<file path="config.mk">
export PLATFORM = sky130hd
export DESIGN_NAME = swap_div
export DESIGN_NICKNAME = d
export VERILOG_FILES = /design/src/rtl/swap_div.sv
export SDC_FILE = /design/constraint.sdc
export NUM_CORES = 1
export LEC_CHECK = 0
export ABC_AREA = 0
export BUFFER_PORTS_ARGS = -buffer_cell sky130_fd_sc_hd__buf_4
export CAP_MARGIN = 0
export CORE_MARGIN = 3
export CORE_UTILIZATION = 45
export DETAILED_ROUTE_END_ITERATION = 6
export PLACE_DENSITY = 0.77
export SLEW_MARGIN = 20
export SYNTH_ARGS = -nofsm -noshare
export SYNTH_HDL_FRONTEND = slang
export SYNTH_SLANG_ARGS = --single-unit
</file>
<file path="constraint.sdc">
create_clock -name i_CLK -period 13.1 [get_ports i_CLK]
set_clock_uncertainty 0.2 [all_clocks]
set_input_delay 2.62 -clock i_CLK [delete_from_list [all_inputs] [get_ports i_CLK]]
set_output_delay 2.62 -clock i_CLK [all_outputs]
set_load 0.02 [all_outputs]
</file>
<file path="src/rtl/swap_div.sv">
// swap_div: iterative restoring unsigned divider, one quotient bit per cycle.
// Takes the ordered pair from the swap/compare stage (i_A dividend, i_B divisor)
// and returns quotient/remainder with the upstream swap flag carried as a tag.
// Valid/ready handshake on both sides; results hold under backpressure.
module swap_div #(
   parameter int p_DATA_WIDTH = 32
) (
   input  logic                    i_CLK,
   input  logic                    i_RST,
   input  logic                    i_VALID,
   output logic                    o_READY,
   input  logic [p_DATA_WIDTH-1:0] i_A,
   input  logic [p_DATA_WIDTH-1:0] i_B,
   input  logic                    i_SWAPPED,
   output logic                    o_VALID,
   input  logic                    i_READY,
   output logic [p_DATA_WIDTH-1:0] o_Q,
   output logic [p_DATA_WIDTH-1:0] o_R,
   output logic                    o_DIV0,
   output logic                    o_SWAPPED
);

   localparam int N  = p_DATA_WIDTH;
   localparam int CW = $clog2(N);

   localparam logic [1:0] ST_IDLE = 2'd0;
   localparam logic [1:0] ST_RUN  = 2'd1;
   localparam logic [1:0] ST_DONE = 2'd2;

   localparam logic [CW-1:0] LAST_STEP = CW'(N - 1);

   logic [1:0]    state_reg;
   logic [CW-1:0] cnt_reg;
   logic [N-1:0]  rem_reg;     // partial remainder; always < divisor so N bits hold it
   logic [N-1:0]  quo_reg;     // dividend shifting out, quotient bits shifting in
   logic [N-1:0]  div_reg;
   logic          tag_reg;
   logic [N-1:0]  q_out_reg;
   logic [N-1:0]  r_out_reg;
   logic          div0_out_reg;
   logic          tag_out_reg;

   logic [N:0]    shift_rem;   // N+1 bits so the compare cannot overflow
   logic          q_bit;
   logic [N-1:0]  rem_next;
   logic [N-1:0]  quo_next;

   // One restoring step: shift {R,Q} left, trial-subtract the divisor.
   always_comb begin
      shift_rem = {rem_reg, quo_reg[N-1]};
      q_bit     = (shift_rem >= {1'b0, div_reg});
      // When the subtraction is taken the result is < divisor, so the low N bits are exact.
      rem_next  = q_bit ? (shift_rem[N-1:0] - div_reg) : shift_rem[N-1:0];
      quo_next  = {quo_reg[N-2:0], q_bit};
   end

   assign o_READY   = (state_reg == ST_IDLE);
   assign o_VALID   = (state_reg == ST_DONE);
   assign o_Q       = q_out_reg;
   assign o_R       = r_out_reg;
   assign o_DIV0    = div0_out_reg;
   assign o_SWAPPED = tag_out_reg;

   // Control FSM plus datapath registers; reset abandons any division in flight.
   always_ff @(posedge i_CLK or posedge i_RST) begin
      if (i_RST) begin
         state_reg    <= ST_IDLE;
         cnt_reg      <= '0;
         rem_reg      <= '0;
         quo_reg      <= '0;
         div_reg      <= '0;
         tag_reg      <= 1'b0;
         q_out_reg    <= '0;
         r_out_reg    <= '0;
         div0_out_reg <= 1'b0;
         tag_out_reg  <= 1'b0;
      end else begin
         case (state_reg)
            ST_IDLE: begin
               if (i_VALID) begin
                  quo_reg   <= i_A;
                  div_reg   <= i_B;
                  tag_reg   <= i_SWAPPED;
                  rem_reg   <= '0;
                  cnt_reg   <= '0;
                  state_reg <= ST_RUN;
               end
            end
            ST_RUN: begin
               if (div_reg == '0) begin
                  // Zero divisor: a single cycle here gives the one-cycle result latency.
                  // quo_reg still holds the untouched dividend.
                  q_out_reg    <= '1;
                  r_out_reg    <= quo_reg;
                  div0_out_reg <= 1'b1;
                  tag_out_reg  <= tag_reg;
                  state_reg    <= ST_DONE;
               end else begin
                  rem_reg <= rem_next;
                  quo_reg <= quo_next;
                  cnt_reg <= cnt_reg + CW'(1);
                  if (cnt_reg == LAST_STEP) begin
                     q_out_reg    <= quo_next;
                     r_out_reg    <= rem_next;
                     div0_out_reg <= 1'b0;
                     tag_out_reg  <= tag_reg;
                     state_reg    <= ST_DONE;
                  end
               end
            end
            ST_DONE: begin
               if (i_READY) begin
                  state_reg <= ST_IDLE;
               end
            end
            default: begin
               state_reg <= ST_IDLE;
            end
         endcase
      end
   end

endmodule

</file>
Word-level counts from Yosys, hierarchy flattened --
Cells that the tools add are included.
Storage, ports and cells: word-level logic and storage cells 51, output and inout port bits 68, bits of input ports 69, register bits after elaboration 170
Operators by class: reductions and logical operators 8, muxes and demuxes 23, add/subtract/negate cells 2, magnitude comparators 1, equal/unequal tests 7
Operator list (number):
- $mux W32 | 9
- $pmux W32 S2 | 2
- $ge A33 B32 Y1 | 1
- $logic_not A32 Y1 | 1
- $sub A32 B32 Y32 | 1
- $mux W5 | 2
- $pmux W5 S2 | 1
- $mux W2 | 4
- $pmux W2 S3 | 1
- $reduce_and A3 Y1 | 2
- $add A5 B1 Y5 const B | 1
- $eq A5 B5 Y1 const B | 1
- $mux W1 | 4
- $ne A2 B2 Y1 const B | 2
- $reduce_and A2 Y1 | 2
- $reduce_bool A2 Y1 | 2
- $ne A3 B3 Y1 const B | 1
- $eq A2 B1 Y1 const B | 1
- $eq A2 B2 Y1 const B | 1
- $logic_not A2 Y1 | 1
- $ne A2 B1 Y1 const B | 1

Longest topological paths before layout --
word-level depth 4, mapped depth 14, mapped depth without buffers 13

Least setup slack after synthesis --
No wires, ideal clock.
kind input to register, start in i_VALID, end reg quo_reg[31], setup time 82 ps, cell stages on the path 5, buffers on the path 2, setup slack 9345 ps, required time 12818 ps, arrival 3473 ps, cells stage by stage nand2_1 clkbuf_1 clkbuf_1 o22ai_1 a31oi_1
Between the ends: cells in the longest elaborated chain, start to end 2
Ends and longest elaborated chain:
- start, declared | RTL line 10 | input logic i_VALID,
- $ne A2 B2 Y1 (no source line)
- $reduce_and A3 Y1 (no source line)
- end signal, assigned | RTL line 81 | quo_reg <= i_A;
- end signal, assigned | RTL line 100 | quo_reg <= quo_next;
- end, declared | RTL line 35 | logic [N-1:0] quo_reg;
Every way passes these cells. A chain may end at the register's enable or synchronous reset.

Worst setup path in the final report --
start in i_VALID, end reg quo_reg[0]
Same word-level chain as after synthesis.

==> run_results.csv <==
group,metric,value,unit
run_status,status,"finished, final reports clean",
worst_setup_path,timing.rr.end,"rem_reg[26]$_DFFE_PP0P_",
timing,tightest_slew,1.052,ns
grt,grt_max_degree,110,
drt,drtPass1Iterations,6,
worst_setup_path,r2r-start,"quo_reg[31]$_DFFE_PP0P_",
clock_network,cts-hold-fix-buffers,0,
synth,synth-simple-area-share,18.27,%
worst_hold_path,holdCritPathClass,"flip-flop to flip-flop",
clock_network,cts.sinks,170,
synth,synth_top_family_by_area,"compound AO/OA/AOI/OAI gates",
floorplanning,start_util,45.97,%
floorplanning,dieHeight,147.2,um
worst_setup_path,crit_start,"i_VALID",
power_and_ir_drop,p_sw_share,46.85,%
drt,ant_nets,0,
power_and_ir_drop,ir_drop,0.1407,mV
clock_network,cts_tree,"done",
synth,syn_avg_cell_area,8.623,sq um
synth,synthMuxAreaShare,1.352,%
timing,fmax,0.2203,GHz
power_and_ir_drop,power.switching,1.593,mW
power_and_ir_drop,p_leak,5.162,nW
finish,antennaDiodeCount,0,
worst_setup_path,cp_slowest_cell,"nand2_1",
clock_network,cts_inserted_buffers,17,
floorplanning,fp-row-count,51,
job,cap_violations,0,
clock_network,root_buffer,"clkbuf_16",
worst_setup_path,r2r_cells,13,
placement,dp_hpwl,17.34,mm
grt,gr-total-overflow,0,
grt,grt_pass1_vias,7833,
timing,rsz0062_at_grt,"false",
synth,synth_flop_cell,"dfrtp_1",
drt,initialDrtViolationCount,734,
clock_network,clock_latency,0.43,ns
finish,drive_gt1_share,16.62,%
clock_network,clk_pin_slew,0.06,ns
worst_setup_path,criticalPathCategory,"input port to flip-flop",
finish,fillCellCount,1782,
clock_network,cts_resized,0,
worst_setup_path,slowest_delay,0.82,ns
power_and_ir_drop,pwr-share-clk,14.9,%
worst_setup_path,cp.required,13.17,ns
drt,avgRoutedWirePerCell,17.32,um
power_and_ir_drop,combPwrFrac,57.2,%
synth,synth_edf_count,0,
finish,ff_latch_area,4254,sq um
clock_network,htreeDepth,4,
synth,syn_nets,1145,
placement,io_buffers,136,
power_and_ir_drop,total_power,3.400,mW
timing,max_slew_margin,29.70,%
worst_setup_path,crit_chain,"buf_4 -> nand2_2 -> buf_4 -> nand2_1 -> o22ai_1 -> a21oi_1",
clock_network,cts_buffer_depth,2,
floorplanning,fp.dieArea,21680,sq um
synth,synth_warnings,0,
worst_hold_path,holdPathStages,2,
timing,period_share,34.64,%
finish,layout_common_cells,"dfrtp_1, buf_4, nand2_1, nor2_1, o21ai_0",
worst_setup_path,end_kind,"flip-flop",
drt,via_per_inst,5.667,
drt,num_vias,8047,
worst_setup_path,timing.reg2reg.setup_slack,9.17,ns
floorplanning,core-area,19530,sq um
finish,postLayoutCoreUtil,55.36,%
synth,synth-xor-area-share,2.732,%
power_and_ir_drop,pwr-share-seq,27.9,%
grt,grt_use_total,22.63,%
grt,antenna_found_initial,1,
power_and_ir_drop,p_per_area,314.5,nW/um^2
worst_setup_path,start_kind,"input port",
clock_network,post_cts_buffers,0,
synth,syn-cell-area,8976,sq um
timing,hold_violations,0,
worst_setup_path,cpMostUsedCell,"buf_4",
finish,nets,1246,
finish,syn_to_final_growth,20.42,%
drt,routed_wl,24.59,mm
timing,final.min_clock_period,4.538,ns
synth,synth_seq_cells,170,
synth,ys_seq_area_share,47.39,%
synth,synth_fa_ha_area_share,4.962,%
worst_setup_path,arrival,4.61,ns
timing,fin_tns_setup,0,ns
timing,maxSlewViolCount,0,
synth,ys_types,55,
drt,drc_errors,0,
floorplanning,die_w,147.2,um
worst_setup_path,cp-endpoint,"quo_reg[0]$_DFFE_PP0P_",
finish,layout_commonest_cell,"dfrtp_1",
timing,fin_hold_ws,0.2672,ns
worst_setup_path,crit_fanout,74,
synth,async_flop_share,100.0,%
synth,synth_compound_area_share,20.53,%
placement,place_congestion,0.9124,
floorplanning,pin_count,137,
power_and_ir_drop,internal_power,1.807,mW
synth,synth_cells,1041,
grt,grt_pass1_wl,39.56,mm
finish,multi_input_area,4343,sq um
timing,setup_viol,0,
routing by layer:
metal	GRT usage [%]	vias up	part of all wire [%]
met3	4.411	43	5.8
met1	30.39	3873	43
li1	-	3843	-
met5	0	-	0.053
met2	37.53	286	49
met4	6.664	2	2.2
synthesized netlist by cell type, types with 3 or more instances:
cell / number / share of area, %
nor2_1: 112 / 4.7
buf_4: 3 / 0.25
buf_1: 3 / 0.13
a22oi_1: 6 / 0.50
and2_1: 3 / 0.21
nor2b_1: 5 / 0.35
mux2i_1: 11 / 1.2
a31oi_1: 9 / 0.63
and3_1: 26 / 1.8
ha_1: 34 / 4.7
nor3_1: 9 / 0.50
inv_1: 40 / 1.7
o22ai_1: 34 / 2.4
nand3_1: 41 / 2.3
clkbuf_1: 53 / 2.2
nand2_1: 143 / 6.0
xor2_1: 17 / 1.7
nand2b_1: 5 / 0.35
o21ai_0: 82 / 4.6
o211ai_1: 4 / 0.33
dfrtp_1: 170 / 47
a21o_1: 13 / 1.1
a211oi_1: 3 / 0.25
o21ai_1: 63 / 3.5
nand4_1: 10 / 0.70
o21bai_1: 3 / 0.25
buf_2: 3 / 0.17
a21oi_1: 81 / 4.5
nor4_1: 9 / 0.63
xnor2_1: 11 / 1.1
o31ai_1: 4 / 0.33
worst max-delay path: cells and delay by family:
kind                   cells  cell delay (ns)
and+or+nand+nor            2             0.86
buffers and inverters      2             0.72
AOI/OAI and AO/OA          2             0.39
power by group through the flow:
stage / combinational, mW / sequential [mW] / clock, mW
detailed placement: 1.91 / 0.950 / 0
global route: 2.16 / 0.974 / 0.538
floorplan: 1.39 / 0.960 / 0
global placement: 1.87 / 0.947 / 0
finish: 1.94 / 0.949 / 0.508
CTS: 1.93 / 0.943 / 0.512
layout make-up:
type	instances	share of cell area, %
clock buffer	21	4.075
clock inverter	11	1.320
inverter	41	1.493
multi-input combinational	766	40.18
sequential	170	39.36
tap	265	3.067
timing repair buffer	146	10.51
worst min path at each step:
| stage | from | end | slack [ns] |
|---|---|---|---|
| final | o_Q[26]$_DFFE_PP0P_ | o_Q[26]$_DFFE_PP0P_ | 0.27 |
| after global routing | o_Q[3]$_DFFE_PP0P_ | o_Q[3]$_DFFE_PP0P_ | 0.29 |
| after CTS | o_Q[26]$_DFFE_PP0P_ | o_Q[26]$_DFFE_PP0P_ | 0.27 |
| after detailed placement | o_Q[26]$_DFFE_PP0P_ | o_Q[26]$_DFFE_PP0P_ | 0.26 |
| after global placement | o_Q[28]$_DFFE_PP0P_ | o_Q[28]$_DFFE_PP0P_ | 0.25 |
| after floorplan | tag_reg$_DFFE_PP0P_ | o_SWAPPED$_DFFE_PP0P_ | 0.24 |
logic make-up after synthesis:
kind of cell | Yosys count
AND/OR/NAND/NOR | 372
AO/OA/AOI/OAI | 319
flip-flops | 170
buffers and inverters | 105
adder cells (fa/ha/maj) | 35
XOR/XNOR | 28
multiplexers | 12
metrics by stage:
stage / setup WS [ns] / instances / cell area, sq um
detailed placement: 8.132 / 1386 / 10160
floorplan: 5.677 / 1041 / 8976
finish: 8.562 / 1420 / 10810
global placement: 8.143 / 1386 / 10160
global route: 8.340 / 1420 / 10810
CTS: 8.560 / 1418 / 10750
No activity file was read; power rests on OpenSTA's default activity.
